<file path="src/rtl/mac_dot_seq_if.sv">
// rtl/mac_dot_seq_if.sv - operand-pair and result handshake bundle for mac_dot_seq
interface mac_dot_seq_if #(
  parameter int VEC_LEN = 8
);
  localparam int CNT_W = $clog2(VEC_LEN + 1);

  logic             s_valid;
  logic             s_ready;
  logic [7:0]       s_a;
  logic [7:0]       s_b;
  logic             s_last;
  logic             r_valid;
  logic             r_ready;
  logic [15:0]      r_data;
  logic [CNT_W-1:0] r_len;

  modport master (
    output s_valid, s_a, s_b, s_last, r_ready,
    input  s_ready, r_valid, r_data, r_len
  );

  modport slave (
    input  s_valid, s_a, s_b, s_last, r_ready,
    output s_ready, r_valid, r_data, r_len
  );
endinterface

</file>
<file path="src/rtl/mac_dot_seq.sv">
// rtl/mac_dot_seq.sv - sequencer feeding vectors of operand pairs to an external MAC
// and returning each dot product (mod 2^16) as a result beat.
module mac_dot_seq #(
  parameter  int VEC_LEN = 8,
  localparam int CNT_W   = $clog2(VEC_LEN + 1)
) (
  input  logic          clk,
  input  logic          sclr,
  mac_dot_seq_if.slave  bus,
  output logic [7:0]    mac_ina,
  output logic [7:0]    mac_inb,
  output logic          mac_sclrn,
  input  logic [15:0]   mac_out
);
  localparam logic [2:0] ST_CLEAR = 3'd0;
  localparam logic [2:0] ST_ACCUM = 3'd1;
  localparam logic [2:0] ST_DRAIN = 3'd2;
  localparam logic [2:0] ST_CAPT  = 3'd3;
  localparam logic [2:0] ST_OUT   = 3'd4;

  localparam logic [CNT_W-1:0] LAST_IDX = CNT_W'(VEC_LEN - 1);

  logic [2:0]       state;
  logic [CNT_W-1:0] cnt;

  assign bus.s_ready = (state == ST_ACCUM);

  always_ff @(posedge clk) begin
    if (sclr) begin
      state       <= ST_CLEAR;
      mac_sclrn   <= 1'b0;
      mac_ina     <= 8'd0;
      mac_inb     <= 8'd0;
      bus.r_valid <= 1'b0;
      bus.r_data  <= 16'd0;
      bus.r_len   <= '0;
      cnt         <= '0;
    end else begin
      // The MAC has no enable: zero operands are what hold its accumulator.
      mac_ina <= 8'd0;
      mac_inb <= 8'd0;
      case (state)
        ST_CLEAR: begin
          mac_sclrn <= 1'b1;
          state     <= ST_ACCUM;
        end
        ST_ACCUM: begin
          if (bus.s_valid) begin
            mac_ina <= bus.s_a;
            mac_inb <= bus.s_b;
            cnt     <= cnt + 1'b1;
            if (bus.s_last || cnt == LAST_IDX) begin
              bus.r_len <= cnt + 1'b1;
              state     <= ST_DRAIN;
            end
          end
        end
        ST_DRAIN: begin
          state <= ST_CAPT;
        end
        ST_CAPT: begin
          bus.r_data  <= mac_out;
          bus.r_valid <= 1'b1;
          state       <= ST_OUT;
        end
        ST_OUT: begin
          if (bus.r_ready) begin
            bus.r_valid <= 1'b0;
            cnt         <= '0;
            mac_sclrn   <= 1'b0;
            state       <= ST_CLEAR;
          end
        end
        default: begin
          mac_sclrn <= 1'b0;
          state     <= ST_CLEAR;
        end
      endcase
    end
  end
endmodule

</file>
<file path="src/flat_wrapper.sv">
// flat-port wrapper written by rule: the top's interface ports become plain ports
module mac_dot_seq_flat 
#(
  parameter  int VEC_LEN = 8,
  localparam int CNT_W   = $clog2(VEC_LEN + 1)
)
  (clk, sclr, mac_ina, mac_inb, mac_sclrn, mac_out, bus_s_valid, bus_s_a, bus_s_b, bus_s_last, bus_r_ready, bus_s_ready, bus_r_valid, bus_r_data, bus_r_len);
  mac_dot_seq_if #(.VEC_LEN(VEC_LEN)) bus_i ();
  input  logic clk;
  input  logic sclr;
  output logic [7:0] mac_ina;
  output logic [7:0] mac_inb;
  output logic mac_sclrn;
  input  logic [15:0] mac_out;
  input wire logic [$bits(bus_i.s_valid)-1:0] bus_s_valid;
  input wire logic [$bits(bus_i.s_a)-1:0] bus_s_a;
  input wire logic [$bits(bus_i.s_b)-1:0] bus_s_b;
  input wire logic [$bits(bus_i.s_last)-1:0] bus_s_last;
  input wire logic [$bits(bus_i.r_ready)-1:0] bus_r_ready;
  output wire logic [$bits(bus_i.s_ready)-1:0] bus_s_ready;
  output wire logic [$bits(bus_i.r_valid)-1:0] bus_r_valid;
  output wire logic [$bits(bus_i.r_data)-1:0] bus_r_data;
  output wire logic [$bits(bus_i.r_len)-1:0] bus_r_len;
  assign bus_i.s_valid = bus_s_valid;
  assign bus_i.s_a = bus_s_a;
  assign bus_i.s_b = bus_s_b;
  assign bus_i.s_last = bus_s_last;
  assign bus_i.r_ready = bus_r_ready;
  assign bus_s_ready = bus_i.s_ready;
  assign bus_r_valid = bus_i.r_valid;
  assign bus_r_data = bus_i.r_data;
  assign bus_r_len = bus_i.r_len;
  mac_dot_seq #(.VEC_LEN(VEC_LEN)) u_core (.clk(clk), .sclr(sclr), .bus(bus_i), .mac_ina(mac_ina), .mac_inb(mac_inb), .mac_sclrn(mac_sclrn), .mac_out(mac_out));
endmodule
</file>
<file path="config.mk">
export PLATFORM = sky130hd
export DESIGN_NAME = mac_dot_seq_flat
export DESIGN_NICKNAME = d
export VERILOG_FILES = /design/src/rtl/mac_dot_seq_if.sv /design/src/rtl/mac_dot_seq.sv /design/src/flat_wrapper.sv
export SDC_FILE = /design/constraint.sdc
export NUM_CORES = 1
export LEC_CHECK = 0
export ABC_CLOCK_PERIOD_IN_PS = 3400
export BUFFER_PORTS_ARGS = -buffer_cell sky130_fd_sc_hd__buf_2
export CORE_MARGIN = 2
export CORE_UTILIZATION = 49
export DETAILED_ROUTE_END_ITERATION = 8
export GPL_TIMING_DRIVEN = 0
export MAX_ROUTING_LAYER = met4
export PLACE_DENSITY = 0.9
export SYNTH_ARGS = -nofsm -noshare
export SYNTH_HDL_FRONTEND = slang
export SYNTH_SLANG_ARGS = --single-unit
export TNS_END_PERCENT = 20
</file>
<file path="constraint.sdc">
create_clock -name clk -period 3.4 [get_ports clk]
set_input_delay 0.17 -clock clk [delete_from_list [all_inputs] [get_ports clk]]
set_output_delay 0.17 -clock clk [all_outputs]
set_load 0.01 [all_outputs]
</file>
==> impl_metrics.json, run 1 <==
{
  "status": "complete, no violations",
  "die_h_microns": 62.1,
  "end_kind": "register",
  "final_common_cell": "buf_2",
  "synth_area_sq_um": 1660,
  "period_minus_slack_ns": 1.53,
  "num_antenna_cells": 0,
  "final-hold-violation-count": 0,
  "synthAdderAreaFrac_pct": 0.755,
  "final_cell_mix": "81 x buf_2, 45 x dfxtp_1, 33 x nand2_1",
  "crit_cells": 4,
  "vias": 1486,
  "yosysSeqAreaShare_pct": 54.4,
  "cts_max_level": 2,
  "wire_per_inst_microns": 11.8,
  "io-pin-count": 76,
  "ir_worst_vdd_v": 0.000287,
  "yosys.area.top_type_share_pct": 54.4,
  "grt.total_usage_pct": 19.0,
  "initial_core_util_pct": 50.4,
  "path_cells": "ha_1 -> and3b_1 -> o21a_4 -> mux2_1",
  "synth_seq_cells": 45,
  "synth.distinct_cells": 38,
  "max_slew_margin_pct": 71.2,
  "row_count": 21,
  "synthesis.nets": 212,
  "cap_violations": 0,
  "avgSynthCellArea_sq_um": 9.52,
  "tightest_slew_ns": 0.433,
  "setup_viol": 0,
  "final_util_pct": 67.5,
  "dp.cells": 295,
  "required_ns": 3.65,
  "grt.overflow.total": 0,
  "dieArea_sq_um": 3860,
  "cp_data_arrival_time_ns": 1.78,
  "synthMuxAreaShare_pct": 2.19,
  "max_freq_ghz": 0.653,
  "initialDrtViolationCount": 83,
  "cts-root-buf": "clkbuf_4",
  "drc": 0,
  "rsz0062_at_grt": "no",
  "hpwl_microns": 2550,
  "yosysWarnings": 0,
  "numCtsBuffers": 5,
  "synth-compound-area-share_pct": 13.1,
  "p_per_area_nw_per_um2": 422,
  "synth_area_leader_cell": "dfxtp_1",
  "syn_inst": 174,
  "drive_above_1_share_pct": 37.1,
  "nets": 301,
  "hold_depth": 2,
  "cts_tree": "done",
  "slowest_delay_ns": 0.42,
  "syn2layout_area_growth_pct": 33.9,
  "hold_class": "in2reg",
  "crit_family": "flip-flops",
  "synth_top_family_by_area": "simple AND/OR/NAND/NOR gates",
  "final.setup.tns_ns": 0,
  "grt_max_degree": 16,
  "clk-insertion-delay-late_ns": 0.35,
  "worstSetupPathType": "reg2reg",
  "holdWs_ns": 0.0132,
  "gp_congestion": 0.756,
  "die_w_microns": 62.1,
  "p_leak_nw": 1.04,
  "cts_setup_buffers": 0,
  "maxSlewViolCount": 0,
  "drt_pre_antenna_iters": 4,
  "grt_pass1_wl_microns": 5780,
  "cp_slowest_cell": "dfxtp_1",
  "io_buffers": 75,
  "power_mw": 0.937,
  "wirelength_microns": 3650,
  "synth-xor-area-share_pct": 1.06,
  "fin_cells": 310,
  "antenna_found_initial": 0,
  "ant_nets": 0,
  "cts_sinks": 45,
  "coreArea_sq_um": 3280,
  "fin_crit_sh_pct": 45.0,
  "cts_buffer_depth": 2,
  "cts.clk_slew.worst_paths_ns": 0.12,
  "startpoint_type": "register",
  "crit_buf_inv": 0,
  "clock_skew_ns": 0.00723,
  "synthTopCellsByArea": "dfxtp_1 54%, nand2_1 7.5%, a21oi_1 6.6%",
  "crit_fanout": 5,
  "synthSimpleGateAreaFrac_pct": 24.6,
  "routed_via_density": 4.79,
  "rr_worst_depth": 4,
  "grt_pass1_vias": 1365
}
==> final timing paths <==
path,start,end,slack [ns]
worst min register to register,u_core.bus.r_data[15],u_core.bus.r_data[15],0.46
worst min-delay path,bus_s_a[7],u_core.mac_ina[7],0.01
worst max register to register,u_core.cnt[0],u_core.bus.r_len[0],1.87
worst max-delay path,u_core.cnt[0],u_core.bus.r_len[0],1.87
==> cell usage after synthesis, drive strengths merged <==
cell type and n:
nand3 3, xnor2 1, nand3b 2, nand2 33
a2111oi 1, nor2b 2, a311oi 1, o21a 1
a21o 2, and2 16, ha 1, or3b 1
dfxtp 45, nand2b 3, and4bb 1, buf 10
a21oi 22, nand4bb 2, xor2 1, nor2 7
mux2 2, inv 2, o31ai 1, o311ai 1
a22oi 1, and3b 2, mux2i 1, o32ai 1
a211oi 1, nor3 5, o21ai 2
==> metal layers <==
metal | up-vias | GRT usage, % | part of all wire (%)
met3 | 8 | 5.43 | 6.1
li1 | 759 | - | -
met5 | - | - | 0
met2 | 57 | 31.9 | 48
met1 | 662 | 22.5 | 44
met4 | 0 | 5.00 | 1.5
==> cell families after synthesis <==
| kind of cell | count (synthesis) |
|---|---|
| AND/OR/NAND/NOR | 77 |
| flip-flops | 45 |
| AO/OA/AOI/OAI | 34 |
| buffers and inverters | 12 |
| multiplexers | 3 |
| XOR/XNOR | 2 |
| adder cells (fa/ha/maj) | 1 |
==> repair_timing <==
action,CTS,global route
gates resized for setup,0,0
endpoints found under the hold margin,3,4
hold buffers,3,4
endpoints found under the setup margin,0,0
==> registers in the layout (all words and copies together) (netlist names) <==
name and count:
u_core.mac_ina 8, u_core.bus.r_len 4, u_core.bus.r_data 16, u_core.cnt 4, u_core.mac_inb 8, u_core.state 3
u_core.bus.r_valid 1, u_core.mac_sclrn 1
==> metrics by stage <==
stage	area, sq um	setup slack, ns
floorplan	1660	1.98
finish	2220	1.87
CTS	2180	1.86
detailed placement	2090	1.89
global placement	2090	1.91
global route	2220	1.75
==> worst reg2reg max path, stage by stage, from the launching register on <==
cell and delay, ns:
dfxtp_1 0.42, ha_1 0.25, and3b_1 0.28, o21a_4 0.17, mux2_1 0.32
==> power by group <==
group / switching (mW) / internal, mW / total [mW]
Combinational: 0.0644 / 0.0606 / 0.125
Sequential: 0.00924 / 0.547 / 0.556
Clock: 0.174 / 0.0820 / 0.256
==> area by class of cell <==
class | instances | area, sq um
fill | 269 | 1070
sequential | 45 | 901
multi-input combinational | 117 | 692
timing repair buffer | 82 | 445
tap | 46 | 57.6
buffer | 10 | 56.3
clock buffer | 5 | 37.5
clock inverter | 3 | 21.3
inverter | 2 | 7.51
Power figures use the tool's default switching activity.
==> run 2: changes to the inputs <==
--- a/config.mk
+++ b/config.mk
@@ -5,14 +5,14 @@
 export SDC_FILE = /design/constraint.sdc
 export NUM_CORES = 1
 export LEC_CHECK = 0
-export ABC_CLOCK_PERIOD_IN_PS = 3400
+export ABC_CLOCK_PERIOD_IN_PS = 1400
 export BUFFER_PORTS_ARGS = -buffer_cell sky130_fd_sc_hd__buf_2
 export CORE_MARGIN = 2
-export CORE_UTILIZATION = 49
+export CORE_UTILIZATION = 41
 export DETAILED_ROUTE_END_ITERATION = 8
 export GPL_TIMING_DRIVEN = 0
 export MAX_ROUTING_LAYER = met4
-export PLACE_DENSITY = 0.9
+export PLACE_DENSITY = 0.81
 export SYNTH_ARGS = -nofsm -noshare
 export SYNTH_HDL_FRONTEND = slang
 export SYNTH_SLANG_ARGS = --single-unit
==> constraint.sdc (replaced) <==
create_clock -name clk -period 1.4 [get_ports clk]
set_input_delay 0.07 -clock clk [delete_from_list [all_inputs] [get_ports clk]]
set_output_delay 0.07 -clock clk [all_outputs]
set_load 0.01 [all_outputs]
==> run 2 against run 1 <==
Compared with the run above:
- count of clock-buffer cells in the layout is 1 higher
- global-route usage fell by 0.27 points
- first-iteration DRC count decreased by 63%
- final cell count is 6.5% higher
- hold slack lost 0.010 ns
- critical path type unchanged
- critical endpoint unchanged
- largest power group unchanged
==> impl_metrics.json, run 2 (synthesized netlist as in run 1, its figures left out) <==
{
  "status": "complete, no violations",
  "multi_input_area_sq_um": 737,
  "cts.clk_slew.worst_paths_ns": 0.08,
  "largest_reg_flops": 16,
  "crit_fanout": 10,
  "cts_max_level": 2,
  "cp_data_arrival_time_ns": 1.57,
  "final_common_cell": "buf_2",
  "ant_nets": 0,
  "regMostFlops": "u_core.bus.r_data",
  "nets": 318,
  "grt.overflow.total": 0,
  "dp_slack_ns": -0.0592,
  "wirelength_microns": 4170,
  "initialDrtViolationCount": 31,
  "final-hold-violation-count": 0,
  "gp_congestion": 0.772,
  "maxSlewViolCount": 0,
  "p_per_area_nw_per_um2": 1010,
  "cts-root-buf": "clkbuf_8",
  "drive_above_1_share_pct": 38.9,
  "dieArea_sq_um": 4570,
  "vias": 1583,
  "setup_viol": 0,
  "final_util_pct": 62.5,
  "grt_pass1_wl_microns": 6230,
  "clk-insertion-delay-late_ns": 0.29,
  "rsz0062_at_grt": "yes",
  "num_antenna_cells": 0,
  "antenna_found_initial": 0,
  "reg_top3": "u_core.bus.r_data x16, u_core.mac_ina x8, u_core.mac_inb x8",
  "row_count": 23,
  "final_cell_mix": "81 x buf_2, 41 x dfxtp_1, 33 x nand2_1",
  "p_leak_nw": 1.13,
  "grt_max_degree": 14,
  "tightest_slew_ns": 0.441,
  "seqCellArea_sq_um": 908,
  "crit_family": "flip-flops",
  "required_ns": 1.58,
  "startpoint_type": "register",
  "cts_tree": "done",
  "cp_slowest_cell": "dfxtp_2",
  "worst_slack_ns": 0.0131,
  "io-pin-count": 76,
  "cap_violations": 0,
  "cts_sinks": 45,
  "final.setup.tns_ns": 0,
  "grt.total_usage_pct": 18.7,
  "cts_buffer_depth": 2,
  "hpwl_microns": 2600,
  "drc": 0,
  "hold_class": "in2reg",
  "worstSetupPathType": "reg2reg",
  "syn2layout_area_growth_pct": 48.6,
  "die_w_microns": 67.6,
  "wire_per_inst_microns": 12.6,
  "clock_skew_ns": 0.00695,
  "rrSetupSlack_ns": 0.01,
  "die_h_microns": 67.6,
  "fin_crit_sh_pct": 99.1,
  "max_slew_margin_pct": 70.6,
  "coreArea_sq_um": 3940,
  "slowest_delay_ns": 0.34,
  "numCtsBuffers": 5,
  "end_kind": "register",
  "path_cells": "buf_6 -> and4bb_4 -> o21a_4 -> mux2_4",
  "max_freq_ghz": 0.721,
  "grt_pass1_vias": 1483,
  "ir_worst_vdd_v": 0.000616,
  "drt_pre_antenna_iters": 4,
  "io_buffers": 75,
  "period_minus_slack_ns": 1.39,
  "routed_via_density": 4.80,
  "crit_buf_inv": 1,
  "num-fill-cells": 340,
  "initial_core_util_pct": 42.0
}
## run 2: cell count changes in the layout (fill, tap and decap cells not counted), sizes merged
cell         delta
inv             -1
buf             +4
dlygate4sd3    +13
clkbuf          +1
clkinvlp        -1
## run 2: worst reg2reg max path, cell delays in order, from the launching register on
cell and delay (ns):
dfxtp_2 0.34, buf_6 0.14, and4bb_4 0.34, o21a_4 0.16, mux2_4 0.30
## run 2: final cells by class
class	count	share of cell area (%)
clock buffer	6	2.95
inverter	2	0.305
timing repair buffer	99	24.6
clock inverter	1	0.356
sequential	45	36.9
buffer	10	2.44
tap	50	2.54
multi-input combinational	117	29.9
## run 2: where the power goes
group / leakage (nW) / internal, mW / switching (mW)
Clock: 0.0412 / 0.346 / 0.412
Sequential: 0.367 / 1.33 / 0.0242
Combinational: 0.724 / 0.195 / 0.177
## run 2: per-layer routing
layer,routed length [microns],GRT usage [%],vias to the layer above
met5,0,-,-
met4,64,6.89,0
met3,272,6.33,8
met2,2120,31.3,53
met1,1710,20.7,727
li1,-,-,795
## run 2: path summary, 6_finish.rpt
| path | startpoint | to | cells past startpoint |
|---|---|---|---|
| setup / recovery | u_core.state[2] | u_core.bus.r_len[0] | 4 |
| hold / removal | mac_out[8] | u_core.bus.r_data[8] | 3 |
| setup reg to reg | u_core.state[2] | u_core.bus.r_len[0] | 4 |
| hold reg to reg | u_core.bus.r_data[15] | u_core.bus.r_data[15] | 2 |
## run 2: timing repair
item | CTS | global route
buffers inserted | 4 | 0
pin swaps | 3 | 2
endpoints found under the hold margin | 19 | 1
endpoints found under the setup margin | 3 | 15
resized for setup | 8 | 4
gates cloned | 0 | 0
hold buffers | 19 | 1
## run 2: stage by stage
| step | cells | area [sq um] | hold WS (ns) | power, mW |
|---|---|---|---|---|
| after global placement | 299 | 2100 | 0.269 | 1.66 |
| final | 330 | 2460 | 0.00281 | 2.48 |
| after detailed placement | 299 | 2100 | 0.275 | 1.66 |
| after floorplan | 174 | 1660 | 0.192 | 1.54 |
| after CTS | 329 | 2420 | 0.000477 | 2.48 |
| after global routing | 330 | 2460 | 0.00321 | 2.60 |
